`src/rtl/serial_sub_pkg.sv`:
```
// Shared definitions for the bit-serial subtractor: default width and FSM state type.
package serial_sub_pkg;

  localparam int unsigned SubWidthDefault = 12;

  typedef enum logic [1:0] {
    IDLE,
    SHIFT,
    DONE
  } sub_state_t;

endpackage

```
`src/rtl/full_sub_bit.sv`:
```
// Combinational one-bit full subtractor: d = x - y - bin, bout set when the bit underflows.
module full_sub_bit (
  input  logic x,
  input  logic y,
  input  logic bin,
  output logic d,
  output logic bout
);

  logic w_xy;

  assign w_xy = x ^ y;
  assign d    = w_xy ^ bin;
  assign bout = (~x & y) | (~w_xy & bin);

endmodule

```
`src/rtl/serial_sub12.sv`:
```
// Bit-serial unsigned subtractor: diff = a - b (mod 2^WIDTH), LSB first, one bit per clock,
// with the final borrow. Results are held until the next completed operation.
module serial_sub12
  import serial_sub_pkg::*;
#(
  parameter int unsigned WIDTH = SubWidthDefault
) (
  input  logic             clk,
  input  logic             rst_n,
  input  logic             start,
  input  logic [WIDTH-1:0] a,
  input  logic [WIDTH-1:0] b,
  output logic             busy,
  output logic             done,
  output logic [WIDTH-1:0] diff,
  output logic             borrow
);

  localparam int unsigned CntW = (WIDTH > 1) ? $clog2(WIDTH) : 1;
  localparam logic [CntW-1:0] CntLast = CntW'(WIDTH - 1);

  sub_state_t       r_state, w_state_d;
  logic [WIDTH-1:0] r_a_sh, w_a_sh_d;
  logic [WIDTH-1:0] r_b_sh, w_b_sh_d;
  logic [WIDTH-1:0] r_r_sh, w_r_sh_d;
  logic             r_bw, w_bw_d;
  logic [CntW-1:0]  r_cnt, w_cnt_d;
  logic [WIDTH-1:0] r_diff, w_diff_d;
  logic             r_borrow, w_borrow_d;
  logic             r_busy, r_done;

  logic             w_d;
  logic             w_bout;
  logic [WIDTH-1:0] w_r_shifted;

  full_sub_bit u_bit (
    .x    (r_a_sh[0]),
    .y    (r_b_sh[0]),
    .bin  (r_bw),
    .d    (w_d),
    .bout (w_bout)
  );

  assign w_r_shifted = {w_d, r_r_sh[WIDTH-1:1]};

  always_comb begin
    w_state_d  = r_state;
    w_a_sh_d   = r_a_sh;
    w_b_sh_d   = r_b_sh;
    w_r_sh_d   = r_r_sh;
    w_bw_d     = r_bw;
    w_cnt_d    = r_cnt;
    w_diff_d   = r_diff;
    w_borrow_d = r_borrow;

    unique case (r_state)
      IDLE: begin
        if (start) begin
          w_a_sh_d  = a;
          w_b_sh_d  = b;
          w_bw_d    = 1'b0;
          w_cnt_d   = '0;
          w_state_d = SHIFT;
        end
      end
      SHIFT: begin
        w_r_sh_d = w_r_shifted;
        w_a_sh_d = {1'b0, r_a_sh[WIDTH-1:1]};
        w_b_sh_d = {1'b0, r_b_sh[WIDTH-1:1]};
        w_bw_d   = w_bout;
        if (r_cnt == CntLast) begin
          // Hold the count on the last bit so power-of-two widths never wrap.
          w_diff_d   = w_r_shifted;
          w_borrow_d = w_bout;
          w_state_d  = DONE;
        end else begin
          w_cnt_d = r_cnt + CntW'(1);
        end
      end
      DONE: begin
        w_state_d = IDLE;
      end
      default: begin
        w_state_d = IDLE;
      end
    endcase
  end

  always_ff @(posedge clk or negedge rst_n) begin
    if (!rst_n) begin
      r_state  <= IDLE;
      r_a_sh   <= '0;
      r_b_sh   <= '0;
      r_r_sh   <= '0;
      r_bw     <= 1'b0;
      r_cnt    <= '0;
      r_diff   <= '0;
      r_borrow <= 1'b0;
      r_busy   <= 1'b0;
      r_done   <= 1'b0;
    end else begin
      r_state  <= w_state_d;
      r_a_sh   <= w_a_sh_d;
      r_b_sh   <= w_b_sh_d;
      r_r_sh   <= w_r_sh_d;
      r_bw     <= w_bw_d;
      r_cnt    <= w_cnt_d;
      r_diff   <= w_diff_d;
      r_borrow <= w_borrow_d;
      // Status flags are flopped from the next state so every output is a register.
      r_busy   <= (w_state_d != IDLE);
      r_done   <= (w_state_d == DONE);
    end
  end

  assign busy   = r_busy;
  assign done   = r_done;
  assign diff   = r_diff;
  assign borrow = r_borrow;

endmodule

```
`config.mk`:
```
export PLATFORM = sky130hd
export DESIGN_NAME = serial_sub12
export DESIGN_NICKNAME = d
export VERILOG_FILES = /design/src/rtl/serial_sub_pkg.sv /design/src/rtl/full_sub_bit.sv /design/src/rtl/serial_sub12.sv
export SDC_FILE = /design/constraint.sdc
export NUM_CORES = 1
export LEC_CHECK = 0
export ABC_AREA = 1
export BUFFER_PORTS_ARGS = -buffer_cell sky130_fd_sc_hd__buf_4
export CAP_MARGIN = 20
export CORE_MARGIN = 3
export CORE_UTILIZATION = 58
export CTS_BUF_LIST = sky130_fd_sc_hd__clkbuf_8
export DETAILED_ROUTE_END_ITERATION = 16
export HOLD_SLACK_MARGIN = 0.02
export PLACE_DENSITY = 0.82
export SLEW_MARGIN = 20
export SYNTH_ARGS = -nofsm -noshare
export SYNTH_HDL_FRONTEND = slang
export SYNTH_SLANG_ARGS = --single-unit
```
`constraint.sdc`:
```
create_clock -name clk -period 1.5 [get_ports clk]
set_input_delay 0.15 -clock clk [delete_from_list [all_inputs] [get_ports clk]]
set_output_delay 0.15 -clock clk [all_outputs]
set_load 0.005 [all_outputs]
```
==> run_results.csv, run 1 <==
group,metric,value,unit
finish,layout_common_cells,"nand2_1 (176), dfrtp_1 (57), buf_4 (47)",
cts,clk_pin_slew,0.06,ns
pwr,leakage,1.742,nW
pwr,power.share.clock,0.213,
sta,slew_viol_final,0,
synth,yosys-top-cells-area,"dfrtp_1 (55%), nand2_1 (26%), o21ai_2 (4.4%)",
finish,multi_input_area,973.4,µm²
setup_path,critical_path.max_fanout,27,
die,io_pins,42,
sta,whs,0.08626,ns
cts,cts_sinks,57,
finish,nFillCells,298,
global_routing,grt_pass1_wl,8887,µm
hold_path,hp-class,"in -> reg",
synth,synth_mux_area_frac,0,
cts,cts_root_buffer,"clkbuf_8",
pwr,p_total,6.270,mW
setup_path,cp.required,1.71,ns
setup_path,critPathCaptureType,"flop",
placement,place_congestion,0.7583,
synth,synth-adder-area-share,0.01265,
die,die_y,72.58,µm
pwr,combPwrFrac,0.372,
routing,drc_errors,0,
pwr,pwr-share-seq,0.415,
synth,avgSynthCellArea,8.241,µm²
status,outcome,"finished clean",
synth,netlist.top_cell.by_area,"dfrtp_1",
global_routing,grt_use_total,0.2203,
routing,first_pass_iters,4,
global_routing,grt_overflow,0,
die,core_area,4144,µm²
synth,synth_cell_types,17,
pwr,p_sw,2.391,mW
finish,layout-drive-gt1-share,0.2225,
routing,drt.antenna.violating_nets,0,
global_routing,antenna_found_initial,0,
die,rows,23,
cts,htreeDepth,3,
finish,syn2layout_area_growth,21.51,%
finish,register_area,1426,µm²
sta,tightestPinTransition,0.4147,ns
die,die_area,5268,µm²
pwr,internal-power,3.879,mW
sta,hold_viol,0,
finish,fin_nets,388,
finish,final_common_cell,"nand2_1",
die,dieWidth,72.58,µm
run,cap_violations,0,
synth,syn_area,2571,µm²
synth,synth-simple-area-share,0.2891,
synth,synth_compound_area_frac,0.07153,
routing,post_drt_wl_per_cell,12.43,µm
finish,diodes,0,
synth,synth_nets,341,
cts,clk-insertion-delay-late,0.32,ns
sta,maxSlewHeadroom,0.7235,
sta,fin_crit_sh,0.9338,
routing,vias,2085,
setup_path,critical_path_class,"reg -> reg",
synth,synth_top_area_frac,0.5547,
sta,fin_ws,0.09937,ns
routing,drt_wl_total,5147,µm
cts,cts_buffer_depth,2,
setup_path,arrival,1.61,ns
sta,fmax,0.7140,GHz
pwr,power_density,2007,nW/µm²
synth,yosys_register_bits,57,
pwr,sw_frac_of_total,0.3813,
global_routing,grt_pass1_vias,1981,
placement,dpl.hpwl,3297,µm
sta,final.min_clock_period,1.401,ns
placement,place.port_buffers,41,
cts,cts_made_buffers,9,
synth,ys_seq_area_frac,0.5547,
die,start_util,0.6205,
cts,cts_tree,"yes",
synth,synth_xor_area_frac,0,
sta,skew,0.007777,ns
placement,dp_slack,0.08801,ns
setup_path,startpoint_type,"flop",
pwr,ir_drop,1302,µV
synth,ys_warn_count,0,
routing,vias_per_cell,5.036,
global_routing,grt_max_degree,33,
synth,postSynthCellCount,312,
synth,synth_top_family_by_area,"simple AND/OR/NAND/NOR gates",
sta,setup_viol,0,
routing,initialDrtViolationCount,194,
[area by class of cell]
type / instances / share of cell area
multi-input cells: 219 / 0.3116
repair buffers: 49 / 0.1225
inverters: 23 / 0.02763
clock inverters: 3 / 0.004405
clock buffers: 13 / 0.05727
flip-flops and latches: 57 / 0.4565
well taps: 50 / 0.02002
[flip-flops by register name, indices dropped and copies added (netlist names)]
register / count
r_bw: 1
r_a_sh: 12
done: 1
r_state: 2
r_cnt: 4
borrow: 1
r_r_sh: 11
r_b_sh: 12
busy: 1
diff: 12
[worst max-delay path, stage by stage (launching register included)]
cell     delay, ns
dfrtp_1       0.41
ha_1          0.24
nand2_1       0.11
nor2_4        0.16
nand2_8       0.16
nand2_1       0.13
o21ai_2       0.06
[synth_stat cells]
cell     count
nand2_4      1
nand3_1      8
o21ai_2     13
buf_6        5
ha_1         1
inv_2        2
nand4_1      1
nor2_4       1
o21ai_0     14
inv_1       21
dfrtp_1     57
buf_2        7
nor2_2       1
nand2_1    176
nor2_1       2
fa_1         1
buf_4        1
[worst paths after layout]
kind	startpoint	to	slack [ns]	cells past startpoint
worst max-delay path	r_cnt[0]	diff[10]	0.1	6
worst min-delay path	a[11]	r_a_sh[11]	0.09	3
worst max register to register	r_cnt[0]	diff[10]	0.1	6
worst min register to register	diff[4]	diff[4]	0.48	2
max in group asynchronous	rst_n	busy	0.73	3
min in group asynchronous	rst_n	r_cnt[3]	0.29	2
[metrics by stage]
step / cell area, µm² / instances / setup TNS (ns) / utilization
6_report: 3124 / 414 / 0 / 0.7539
5_1_grt: 3124 / 414 / -0.002623 / 0.7539
4_1_cts: 3110 / 414 / 0 / 0.7506
3_5_place_dp: 2908 / 397 / 0 / 0.7017
3_3_place_gp: 2908 / 397 / 0 / 0.7017
2_1_floorplan: 2571 / 312 / 0 / -
[logic make-up after synthesis]
kind of cell	count (synthesis)
and+or+nand+nor	190
buffers and inverters	36
AOI/OAI and AO/OA	27
DFF	57
adders and majority gates	2
[power by group through the flow]
| stage | Combinational [mW] | Clock (mW) | Sequential, mW |
|---|---|---|---|
| finish | 2.33 | 1.33 | 2.60 |
| global route | 2.70 | 1.43 | 2.68 |
| CTS | 2.34 | 1.37 | 2.59 |
| detailed placement | 2.31 | 0 | 2.60 |
| global placement | 2.21 | 0 | 2.58 |
| floorplan | 1.68 | 0 | 2.53 |
[routing by layer]
metal	vias up	track usage	wire length [µm]
met5	-	0	0
met4	0	0.1332	94
met3	7	0.04132	267
met2	64	0.3277	2481
met1	971	0.3009	2303
li1	1043	-	-
[what timing repair did]
action / CTS / global route
endpoints found under the hold margin: 30 / 0
gates resized for setup: 0 / 2
setup buffers: 0 / 0
setup endpoints to repair: 0 / 13
hold buffers: 1 / 0
(Power assumes the default switching activity.)
==> run 2, diff against run 1 <==
CELL_PAD_IN_SITES_DETAIL_PLACEMENT = 0   (was unset)
CELL_PAD_IN_SITES_GLOBAL_PLACEMENT = 1   (was unset)
CORE_UTILIZATION = 43   (was 58)
PLACE_DENSITY = 0.87   (was 0.82)
SETUP_SLACK_MARGIN = 0.1   (was unset)
==> run 2 against run 1 <==
  * Count of clock-buffer cells in the layout shrank 3
  * Cell area grew 3.4%
  * Flip-flop and latch count did not move
==> run_results.csv, run 2 (synthesis gave the netlist of run 1 again) <==
group,metric,value,unit
cts,cts_buffer_depth,2,
finish,layout_common_cells,"nand2_1 (176), dfrtp_1 (56), buf_4 (50)",
die,io_pins,42,
sta,maxSlewHeadroom,0.7383,
global_routing,grt_pass1_vias,1972,
sta,setup_viol,0,
routing,first_pass_iters,4,
cts,cts_tree,"yes",
finish,register_area,1428,µm²
global_routing,busiest_layer,"met2",
run,cap_violations,0,
finish,layout-drive-gt1-share,0.2426,
cts,htreeDepth,3,
setup_path,cp_top_family,"flip-flops",
sta,hold_viol,0,
routing,post_drt_wl_per_cell,12.13,µm
finish,syn2layout_area_growth,25.60,%
die,die_area,6943,µm²
global_routing,grt_use_met2,0.2464,
sta,slew_viol_final,0,
die,dieWidth,83.33,µm
setup_path,crit_buf_inv,1,
routing,initialDrtViolationCount,104,
global_routing,grt_overflow,0,
setup_path,startpoint_type,"flop",
sta,final.min_clock_period,1.338,ns
die,start_util,0.4558,
sta,skew,0.008599,ns
global_routing,grt_use_total,0.1642,
setup_path,slowest_stage,"dfrtp_2",
global_routing,antenna_found_initial,0,
setup_path,crit_chain,"ha_2 -> nand2_1 -> nor2_4 -> buf_4 -> nand2_8 -> o21ai_2",
setup_path,cp.required,1.76,ns
placement,dp_slack,0.06755,ns
sta,setup_tns,0,ns
placement,place.port_buffers,41,
finish,multi_input_area,996.0,µm²
global_routing,grt_max_degree,29,
setup_path,critical_path_class,"reg -> reg",
hold_path,hold_depth,3,
sta,fmax,0.7472,GHz
setup_path,critical_path.max_fanout,13,
setup_path,cpPeakStageDelay,0.40,ns
finish,final_common_cell,"nand2_1",
finish,fin_nets,395,
global_routing,grt_pass1_wl,9128,µm
finish,diodes,0,
hold_path,hp-class,"in -> reg",
setup_path,critPathCaptureType,"flop",
die,core_area,5642,µm²
placement,place_congestion,0.7060,
cts,cts_root_buffer,"clkbuf_8",
cts,cts_sinks,57,
placement,dpl.hpwl,3343,µm
global_routing,use_met3,0.05655,
setup_path,arrival,1.60,ns
pwr,p_total,6.323,mW
pwr,power_density,1958,nW/µm²
pwr,leakage,1.764,nW
routing,drt_wl_total,5375,µm
cts,cts_made_buffers,9,
die,die_y,83.33,µm
routing,drt.antenna.violating_nets,0,
sta,fin_crit_sh,0.8922,
die,rows,27,
setup_path,cp.depth,6,
routing,vias_per_cell,4.704,
global_routing,met1_usage,0.2096,
sta,fin_ws,0.1617,ns
status,outcome,"finished clean",
sta,rsz0062_at_grt,"no",
cts,clk_pin_slew,0.07,ns
routing,vias,2084,
routing,drc_errors,0,
cts,clk-insertion-delay-late,0.34,ns
finish,nFillCells,540,
sta,tightestPinTransition,0.3919,ns
pwr,ir_drop,958.7,µV
setup_path,r2r_cells,6,
[run 2: changes by cell type in the layout (fill, tap and decap cells not counted), sizes merged]
cell	delta
clkinv	+2
clkinvlp	+1
clkbuf	-3
nand2	+1
buf	+6
[run 2: area by class of cell]
class / count / area share
clock buffers: 10 / 0.04262
clock inverters: 6 / 0.01085
inverters: 23 / 0.02673
multi-input cells: 220 / 0.3084
flip-flops and latches: 57 / 0.4421
well taps: 72 / 0.02790
repair buffers: 55 / 0.1414
[run 2: path summary, 6_finish.rpt]
| kind | slack (ns) | to | from |
|---|---|---|---|
| max in group asynchronous | 0.73 | r_r_sh[10] | rst_n |
| max | 0.16 | diff[4] | r_cnt[0] |
| max reg2reg | 0.16 | diff[4] | r_cnt[0] |
| min reg2reg | 0.48 | r_a_sh[4] | r_a_sh[4] |
| min in group asynchronous | 0.29 | r_b_sh[5] | rst_n |
| min | 0.07 | r_b_sh[11] | b[11] |
[run 2: power breakdown]
group	total (mW)	switching, mW	leakage (nW)	internal, mW
Combinational	2.49	1.44	0.945	1.05
Sequential	2.59	0.389	0.726	2.20
Clock	1.25	0.618	0.0932	0.631
[run 2: worst reg2reg max path, stage by stage, from the launching register on]
cell and delay [ns]:
dfrtp_2 0.40, ha_2 0.21, nand2_1 0.09, nor2_4 0.16
buf_4 0.17, nand2_8 0.11, o21ai_2 0.12
[run 2: timing repair]
action	4_1_cts	5_1_grt
gates resized for setup	2	4
setup endpoints to repair	13	14
hold endpoints to repair	26	0
hold buffers	1	0
gates cloned	0	1
buffers inserted	0	6
pin swaps	0	3
[run 2: stage by stage]
stage               std cells  utilization  hold WS [ns]  cell area [µm²]
floorplan                 312            -       -0.1456             2571
detailed placement        419       0.5225        0.1026             2948
finish                    443       0.5724       0.07182             3229
global placement          419       0.5225       0.09966             2948
CTS                       436       0.5573       0.05712             3144
global route              443       0.5724       0.05523             3229
[run 2: routing by layer]
| layer | vias up | part of all wire |
|---|---|---|
| met3 | 9 | 0.053 |
| met1 | 969 | 0.48 |
| li1 | 1061 | - |
| met5 | - | 0 |
| met2 | 45 | 0.44 |
| met4 | 0 | 0.023 |
